`src/rtl/packet_flit_sender.sv`:
```
`default_nettype none
// ============================================================================
//  Module      : packet_flit_sender (with package types)
//  Description : Buffers one packet of up to MAX_NUM_OF_FLIT flits, serialises
//                it onto a valid/ready flit link, waits for a matching ack and
//                reports success or expiry with a one-cycle done pulse.
//                Optional macro PACKET_SENDER_RETRY_EN enables up to MAX_RETRY
//                full retransmissions on ack expiry.
//  Revision    : 1.0 - initial release
// ============================================================================

package types;
    typedef logic [7:0] flit_t;
    typedef logic [7:0] packet_id_t;
endpackage

module packet_flit_sender #(
    parameter int MAX_NUM_OF_FLIT = 8,
    parameter int EXPIRE_TIME     = 100,
    parameter int MAX_RETRY       = 3
) (
    input  logic                               clk,
    input  logic                               rst,
    input  logic                               load_valid,
    output logic                               load_ready,
    input  logic [$bits(types::flit_t)-1:0]      load_flit,
    input  logic                               load_last,
    input  logic [$bits(types::packet_id_t)-1:0] load_packet_id,
    output logic                               tx_valid,
    input  logic                               tx_ready,
    output logic [$bits(types::flit_t)-1:0]      tx_flit,
    input  logic                               ack_valid,
    input  logic [$bits(types::packet_id_t)-1:0] ack_packet_id,
    output logic                               done_valid,
    output logic                               done_success,
    output logic                               busy
);

    localparam int c_FLIT_W = $bits(types::flit_t);
    localparam int c_ID_W   = $bits(types::packet_id_t);
    localparam int c_IDX_W  = (MAX_NUM_OF_FLIT > 1) ? $clog2(MAX_NUM_OF_FLIT) : 1;
    localparam int c_TMR_W  = (EXPIRE_TIME > 1) ? $clog2(EXPIRE_TIME) : 1;
    localparam logic [c_IDX_W-1:0] c_LAST_IDX    = c_IDX_W'(MAX_NUM_OF_FLIT - 1);
    localparam logic [c_TMR_W-1:0] c_EXPIRE_LAST = c_TMR_W'(EXPIRE_TIME - 1);

    typedef enum logic [2:0] {
        S_IDLE     = 3'd0,
        S_LOAD     = 3'd1,
        S_SEND     = 3'd2,
        S_WAIT_ACK = 3'd3,
        S_DONE     = 3'd4
    } state_t;

    state_t               r_state;
    state_t               w_state_nxt;
    logic [c_FLIT_W-1:0]  r_buf [MAX_NUM_OF_FLIT];
    logic [c_ID_W-1:0]    r_packet_id;
    logic [c_IDX_W-1:0]   r_wr_index, w_wr_index_nxt;
    logic [c_IDX_W-1:0]   r_tail_index, w_tail_nxt;
    logic [c_IDX_W-1:0]   r_send_index, w_send_nxt, w_send_inc;
    logic [c_TMR_W-1:0]   r_timer, w_timer_nxt;
    logic [c_FLIT_W-1:0]  r_tx_flit, w_tx_flit_nxt;
    logic                 r_load_ready, r_tx_valid, r_done_valid, r_done_success, r_busy;
    logic                 w_success_nxt;
    logic                 w_load_fire, w_ack_match, w_buf_we, w_capture_id;

`ifdef PACKET_SENDER_RETRY_EN
    localparam int c_RETRY_W = (MAX_RETRY > 0) ? $clog2(MAX_RETRY + 1) : 1;
    logic [c_RETRY_W-1:0] r_retry_cnt, w_retry_nxt;
`else
    // MAX_RETRY has no function in this build.
    logic w_unused_retry;
    assign w_unused_retry = (MAX_RETRY > 0);
`endif

    assign w_load_fire = load_valid && r_load_ready;
    assign w_ack_match = ack_valid && (ack_packet_id == r_packet_id);
    assign w_send_inc  = r_send_index + 1'b1;

    // Next-state and next-output decode; every output is registered below.
    always_comb begin
        w_state_nxt    = r_state;
        w_wr_index_nxt = r_wr_index;
        w_tail_nxt     = r_tail_index;
        w_send_nxt     = r_send_index;
        w_timer_nxt    = r_timer;
        w_tx_flit_nxt  = r_tx_flit;
        w_success_nxt  = 1'b0;
        w_buf_we       = 1'b0;
        w_capture_id   = 1'b0;
`ifdef PACKET_SENDER_RETRY_EN
        w_retry_nxt    = r_retry_cnt;
`endif
        case (r_state)
            S_IDLE, S_LOAD: begin
                if (w_load_fire) begin
                    w_buf_we     = 1'b1;
                    w_capture_id = (r_state == S_IDLE);
                    // A full buffer terminates the packet even without load_last.
                    if (load_last || (r_wr_index == c_LAST_IDX)) begin
                        w_tail_nxt     = r_wr_index;
                        w_wr_index_nxt = '0;
                        w_send_nxt     = '0;
                        // Flit 0 may be the one being written this very cycle.
                        w_tx_flit_nxt  = (r_wr_index == '0) ? load_flit : r_buf[0];
                        w_state_nxt    = S_SEND;
                    end else begin
                        w_wr_index_nxt = r_wr_index + 1'b1;
                        w_state_nxt    = S_LOAD;
                    end
                end
            end
            S_SEND: begin
                if (r_tx_valid && tx_ready) begin
                    if (r_send_index == r_tail_index) begin
                        w_send_nxt  = '0;
                        w_timer_nxt = '0;
                        w_state_nxt = S_WAIT_ACK;
                    end else begin
                        w_send_nxt    = w_send_inc;
                        w_tx_flit_nxt = r_buf[w_send_inc];
                    end
                end
            end
            S_WAIT_ACK: begin
                w_timer_nxt = r_timer + 1'b1;
                // A matching ack takes priority over expiry in the same cycle.
                if (w_ack_match) begin
                    w_success_nxt = 1'b1;
                    w_state_nxt   = S_DONE;
                end else if (r_timer == c_EXPIRE_LAST) begin
`ifdef PACKET_SENDER_RETRY_EN
                    if (r_retry_cnt < c_RETRY_W'(MAX_RETRY)) begin
                        w_retry_nxt   = r_retry_cnt + 1'b1;
                        w_timer_nxt   = '0;
                        w_send_nxt    = '0;
                        w_tx_flit_nxt = r_buf[0];
                        w_state_nxt   = S_SEND;
                    end else begin
                        w_state_nxt   = S_DONE;
                    end
`else
                    w_state_nxt = S_DONE;
`endif
                end
            end
            S_DONE: begin
                w_state_nxt = S_IDLE;
`ifdef PACKET_SENDER_RETRY_EN
                w_retry_nxt = '0;
`endif
            end
            default: w_state_nxt = S_IDLE;
        endcase
    end

    // State, indices, timer and registered outputs.
    always_ff @(posedge clk) begin
        if (rst) begin
            r_state        <= S_IDLE;
            r_wr_index     <= '0;
            r_tail_index   <= '0;
            r_send_index   <= '0;
            r_timer        <= '0;
            r_tx_flit      <= '0;
            r_load_ready   <= 1'b0;
            r_tx_valid     <= 1'b0;
            r_done_valid   <= 1'b0;
            r_done_success <= 1'b0;
            r_busy         <= 1'b0;
`ifdef PACKET_SENDER_RETRY_EN
            r_retry_cnt    <= '0;
`endif
        end else begin
            r_state        <= w_state_nxt;
            r_wr_index     <= w_wr_index_nxt;
            r_tail_index   <= w_tail_nxt;
            r_send_index   <= w_send_nxt;
            r_timer        <= w_timer_nxt;
            r_tx_flit      <= w_tx_flit_nxt;
            r_load_ready   <= (w_state_nxt == S_IDLE) || (w_state_nxt == S_LOAD);
            r_tx_valid     <= (w_state_nxt == S_SEND);
            r_done_valid   <= (w_state_nxt == S_DONE);
            r_done_success <= w_success_nxt;
            r_busy         <= (w_state_nxt != S_IDLE);
`ifdef PACKET_SENDER_RETRY_EN
            r_retry_cnt    <= w_retry_nxt;
`endif
        end
    end

    // Packet storage and id capture; contents are meaningless outside a packet.
    always_ff @(posedge clk) begin
        if (w_buf_we) begin
            r_buf[r_wr_index] <= load_flit;
        end
        if (w_capture_id) begin
            r_packet_id <= load_packet_id;
        end
    end

    assign load_ready   = r_load_ready;
    assign tx_valid     = r_tx_valid;
    assign tx_flit      = r_tx_flit;
    assign done_valid   = r_done_valid;
    assign done_success = r_done_success;
    assign busy         = r_busy;

endmodule

`default_nettype wire

```
`config.mk`:
```
export PLATFORM = sky130hd
export DESIGN_NAME = packet_flit_sender
export DESIGN_NICKNAME = d
export VERILOG_FILES = /design/src/rtl/packet_flit_sender.sv
export SDC_FILE = /design/constraint.sdc
export NUM_CORES = 1
export LEC_CHECK = 0
export CAP_MARGIN = 20
export CORE_MARGIN = 2
export CORE_UTILIZATION = 25
export CTS_CLUSTER_DIAMETER = 200
export DETAILED_ROUTE_END_ITERATION = 6
export SLEW_MARGIN = 20
export SYNTH_ARGS = -nofsm -noshare
export SYNTH_HDL_FRONTEND = slang
export SYNTH_SLANG_ARGS = --single-unit
```
`constraint.sdc`:
```
create_clock -name clk -period 3 [get_ports clk]
set_clock_uncertainty 0.15 [all_clocks]
set_input_delay 0.75 -clock clk [delete_from_list [all_inputs] [get_ports clk]]
set_output_delay 0.75 -clock clk [all_outputs]
set_load 0.05 [all_outputs]
```
# Word-level counts from Yosys, hierarchy flattened

Memory sizes are Yosys's and may differ from the RTL's.
Index checks and enable logic that the tools add are counted.

Add/subtract/negate cells: 3
Eq/ne operators: 15
Reductions and logical operators: 18
Bitwise operators: 1
Muxes and demuxes: 29

Operators with widths:

| cell                | count |
|---|---|
| $mux 8              | 5 |
| $mux 3              | 10 |
| $pmux 8 s2          | 1 |
| $mux 7              | 2 |
| $pmux 7 s2          | 1 |
| $ne 2x2->1 const B  | 5 |
| $eq 3x2->1 const B  | 3 |
| $logic_not 3->1     | 3 |
| $pmux 3 s3          | 1 |
| $eq 8x8->1          | 1 |
| $add 7x1->7 const B | 1 |
| $eq 7x7->1 const B  | 1 |
| $mux 1              | 7 |
| $add 3x1->3 const B | 2 |
| $eq 3x1->1 const B  | 2 |
| $eq 3x3->1 const B  | 2 |
| $pmux 3 s2          | 1 |
| $reduce_and 3->1    | 2 |
| $reduce_and 5->1    | 1 |
| $reduce_and 4->1    | 1 |
| $reduce_bool 2->1   | 2 |
| $reduce_or 2->1     | 2 |
| $eq 3x3->1          | 1 |
| $logic_and 1x1->1   | 3 |
| other kinds (5)     | 6 |

Memories kept: 1
Flip-flop bits (word level): 40
RAM bits: 64
Output and inout bits: 13

Memories:

| memory | words | bits a word | rd ports | clocked after memory_dff | write ports | line | source |
|---|---|---|---|---|---|---|---|
| r_buf  | 8     | 8           | 2        | 0                        | 1           | 56   | `logic [c_FLIT_W-1:0] r_buf [MAX_NUM_OF_FLIT];` |

# Longest topological paths before layout

Word-level depth: 7
Depth in mapped cells: 7

# Worst setup path before layout

OpenSTA, ideal clock, no wires.

Path type: input to register
From: in load_valid
To: mem r_buf[0][0] (netlist name) (enable)
Setup slack: 0.521 ns
Buffers on the path: 1
Stages: 3
Library setup time: 0.395 ns
Arrival time: 1.935 ns
Required time: 2.455 ns
Path through: nand4bb_1 > clkbuf_1 > nor4_1

Cells in the longest elaborated chain, start to end: 5

RTL lines:

| element                      | line | source |
|---|---|---|
| from (decl)                  | 24   | `input logic load_valid,` |
| $logic_and 1x1->1            | 76   | `assign w_load_fire = load_valid && r_load_ready;` |
| $mux 1                       | 96   | `if (w_load_fire) begin` |
| $mux 1                       | 94   | `case (r_state)` |
| $mux 1                       | 194  | `if (w_buf_we) begin` |
| $mux 1 (not written as such) | 195  | `r_buf[r_wr_index] <= load_flit;` |
| to (decl)                    | 56   |  |

No other way between the ends.

# Final worst setup path

From: reg r_load_ready, in the netlist load_ready
To: out load_ready

RTL lines:

| element                | line | source |
|---|---|---|
| from (decl)            | 63   | `logic r_load_ready, r_tx_valid, r_done_valid, r_done_success, r_busy;` |
| from (signal assigned) | 181  | `r_load_ready <= (w_state_nxt == S_IDLE) \|\| (w_state_nxt == S_LOAD);` |
| to (decl)              | 25   | `output logic load_ready,` |

No word-level cell between the ends.

==> key figures <==
Finish
  – Final net count: 393
  – Seq. cell area: 0.00280 mm2
  – Synth-to-Final Area Change: 22.3%
  – Final-layout fill cell count: 1714
  – Diodes inserted: 0
  – Multi-input combinational cell area: 0.00155 mm2
  – Fraction of final layout cells sized beyond drive strength 1: 0.129

Worst hold path
  – End point of the most critical hold path: r_timer[6]$_SDFFE_PP0P_
  – Class of the tightest hold or removal check: reg2reg
  – Number of cells traversed by the worst hold path: 2
  – Hold path start: r_timer[6]$_SDFFE_PP0P_

Routing
  – Mean number of vias per cell: 4.68
  – Aggregate routed wire length: 9680 um
  – Remaining DRCs: 0
  – Vias: 2754
  – Antenna-violating nets left: 0
  – DRT iter0 DRCs: 187
  – Pre-Repair DR Iteration Count: 4
  – Routed wire length per instance: 16.5 um

Setup path
  – Data arrival time at the worst-slack endpoint: 1590 ps
  – Startpoint of the lowest-slack register-to-register path: r_state[1]$_SDFF_PP0_
  – Element type at the critical path end: primary output
  – Category of cells accounting for the largest share of critical-path delay: buffers and inverters
  – Critical register-to-register path endpoint: tx_flit[1]$_SDFFE_PP0P_
  – Peak per-stage delay on the critical path: 840 ps
  – Startpoint class of the critical path: flop
  – Register-to-register setup slack: 560 ps
  – Slowest cell on the critical path: sky130_fd_sc_hd__clkdlybuf4s50_1
  – Crit Path Class: reg2out
  – Number of cells traversed by the worst register-to-register path: 4
  – Crit Path Max Fanout: 5
  – Worst endpoint required time: 2100 ps
  – CP bufs+invs: 1
  – Worst-path cell chain: clkdlybuf4s50_1

Die
  – Full die area: 0.0190 mm2
  – Initial Util: 0.257
  – Number of placement rows: 48
  – X dimension of the die: 138 um
  – I/O pin count: 43
  – Height of the die: 138 um
  – Core outline area: 0.0174 mm2

Power
  – Post-route total power: 2960 uW
  – VDD IR max: 241 uV
  – Pwr/cell area: 540 mW/mm2
  – Leakage power: 0.00175 uW

Job
  – Maximum Capacitance Violations: 0

Clocking
  – Number of buffers between clock root and the deepest sink: 2
  – Quantity of hold-fixing buffers added after cts: 0
  – Clock buffers created by TritonCTS: 9
  – Postcts setup bufs: 0
  – Root buffer cell: sky130_fd_sc_hd__clkbuf_16
  – Depth of the CTS H-tree: 3
  – Count of instances resized after the clock tree is built: 0
  – CTS clock-pin slew for the worst setup and hold paths: 70 ps
  – Clock sink count: 104
  – Clk_lat worst skew: 350 ps
  – Clock tree from TritonCTS: built

STA
  – Worst-case headroom to the max-slew limit: 0.301
  – Final period utilization: 0.831
  – Post-route setup TNS: 0 ps
  – Fmax: 0.401 GHz
  – Slew at the pin with the worst max-slew slack: 1050 ps
  – Count of pins over their slew limit: 0
  – RSZ-0062 raised after global routing: no
  – Min Tclk post-route: 2490 ps
  – Count of final hold-check violations: 0
  – Count of endpoints failing setup in the final report: 0

Yosys
  – Count of distinct cell types in the synthesized netlist: 53
  – Number of register bits inferred by synthesis: 104
  – Sequential fraction of the synthesis area: 0.627
  – Net Count, Synth: 344
  – Average cell area after synthesis: 14.5 um2
  – Instance count of the mapped netlist: 309
  – Yosys warning total: 0
  – Total standard cell area after synthesis: 0.00447 mm2

Global route
  – Vias in the first global route: 2824
  – Largest net degree at the start of global routing: 20
  – Number of antenna violations at the first check in global routing: 0
  – First-pass GRT wire length: 15200 um
  – Global router's overall resource usage: 0.107
  – Remaining global-route overflow: 0

Place
  – PortBufs: 42
  – Placer congestion estimate: 0.812
  – Detailed placement HPWL: 6650 um

Run status
  – Run status: finished clean
-- routing by layer --
layer | GRT usage | wire [um] | vias to the layer above
met1 | 0.130 | 3940 | 1359
met4 | 0.0414 | 149 | 0
met2 | 0.188 | 5160 | 56
met3 | 0.0221 | 419 | 10
met5 | 0 | 0 | -
li1 | - | - | 1329
-- power by group --
group	switching, uW	internal [uW]	leakage [uW]	total (uW)
Combinational	130	103	0.000696	233
Sequential	20.1	1560	0.000911	1580
Clock	558	586	0.000142	1140
-- through the flow --
step	util	setup slack [ps]	hold WS, ps	area, um2	cells
floorplan	-	521	297	4470	309
global placement	0.298	310	320	5180	572
detailed placement	0.298	304	328	5180	572
global route	0.314	440	363	5470	588
finish	0.314	508	344	5470	588
CTS	0.314	495	340	5470	588
-- registers in the layout (all words and copies together), names as in the netlist --
signal,flops
busy,1
done_success,1
done_valid,1
load_ready,1
r_buf,64
r_packet_id,8
r_send_index,3
r_state,3
r_tail_index,3
r_timer,7
r_wr_index,3
tx_flit,8
tx_valid,1
-- cell type report --
class | count | share of cell area
Clock buffer | 10 | 0.0419
Clock inverter | 6 | 0.0105
Inverter | 4 | 0.00275
Multi-Input combinational cell | 182 | 0.283
Sequential cell | 104 | 0.512
Tap cell | 225 | 0.0515
Timing Repair Buffer | 57 | 0.0975
-- worst reg2reg max path, delay by kind of cell, from the launching register on --
family | cells | cell delay, ps
and+or+nand+nor | 2 | 1050
DFF | 1 | 550
AOI/OAI and AO/OA | 2 | 550
-- worst max-delay path by stage --
stage | cells after the start | start | slack [ps] | endpoint
6_report | 1 | load_ready$_SDFF_PP0_ | 510 | load_ready
3_3_place_gp | 5 | tx_ready | 310 | tx_flit[0]$_SDFFE_PP0P_
3_5_place_dp | 5 | tx_ready | 300 | tx_flit[2]$_SDFFE_PP0P_
2_1_floorplan | 3 | load_valid | 520 | r_buf[0][0]$_DFFE_PP_
4_1_cts | 1 | load_ready$_SDFF_PP0_ | 500 | load_ready
5_1_grt | 4 | r_state[1]$_SDFF_PP0_ | 440 | tx_flit[2]$_SDFFE_PP0P_
-- cell usage in the layout (no fill, tap or decap), drive strengths merged, types with 2 or more instances in the layout --
master / Yosys / final
a21oi: 19 / 19
a211oi: 9 / 9
nand3b: 2 / 2
nor2b: 2 / 2
or4: 6 / 6
nand4bb: 2 / 2
xor2: 2 / 2
dfxtp: 32 / 32
a311oi: 8 / 8
nand2b: 2 / 2
and2: 4 / 4
nand3: 6 / 6
mux4: 16 / 16
o21ai: 8 / 8
or2: 2 / 2
nand2: 23 / 23
nor2: 7 / 7
buf: 11 / 15
clkbuf: 8 / 10
nor4: 3 / 3
ha: 5 / 5
a2bb2oi: 8 / 8
xnor2: 10 / 10
clkdlybuf4s50: 0 / 42
nand4: 2 / 2
o31ai: 6 / 6
nor3: 5 / 5
edfxtp: 72 / 72
mux2i: 9 / 9
inv: 4 / 9
-- cell usage after synthesis, drive strengths merged --
master   instances  area (um2)
mux2i            9        90.1
nor2             7        26.3
xor2             2        17.5
or2              2        12.5
and3             1        6.26
a311oi           8        70.1
and4bb           1        12.5
a41oi            1        16.3
or4              6        45.0
o32ai            1        8.76
inv              4        15.0
nor4b            1        8.76
a211oi           9        67.6
a2bb2oi          8        70.1
nand2           23        86.3
a31oi            1        6.26
xnor2           10         106
o21bai           1        7.51
and4             1        8.76
nor4             3        33.8
a21o             1        7.51
clkbuf           8        32.5
nand4            2        12.5
a21oi           19        95.1
nand3            6        30.0
nor3             5        30.0
o21a             1        7.51
nand2b           2        12.5
edfxtp          72        2160
nor3b            1        7.51
and3b            1        8.76
nand4b           1        8.76
o21ai            8        40.0
dfxtp           32         641
ha               5        62.6
o31ai            6        45.0
nor2b            2        12.5
a22oi            1        7.51
mux4            16         383
o211ai           1        7.51
nand3b           2        15.0
and2             4        25.0
or3b             1        8.76
buf             11        70.1
nand4bb          2        22.5
-- kinds of logic (layout without fill, tap and decap cells) --
family          after synthesis  after routing  share of synthesized area
xor+xnor                     12             12                     0.0277
fa+ha+maj                     5              5                     0.0140
buf+inv                      23             77                     0.0263
flops                       104            104                      0.627
simple gates                 74             74                     0.0971
mux                          25             25                      0.106
compound gates               66             66                      0.102
Note: power is estimated with default switching activity, not from simulation.
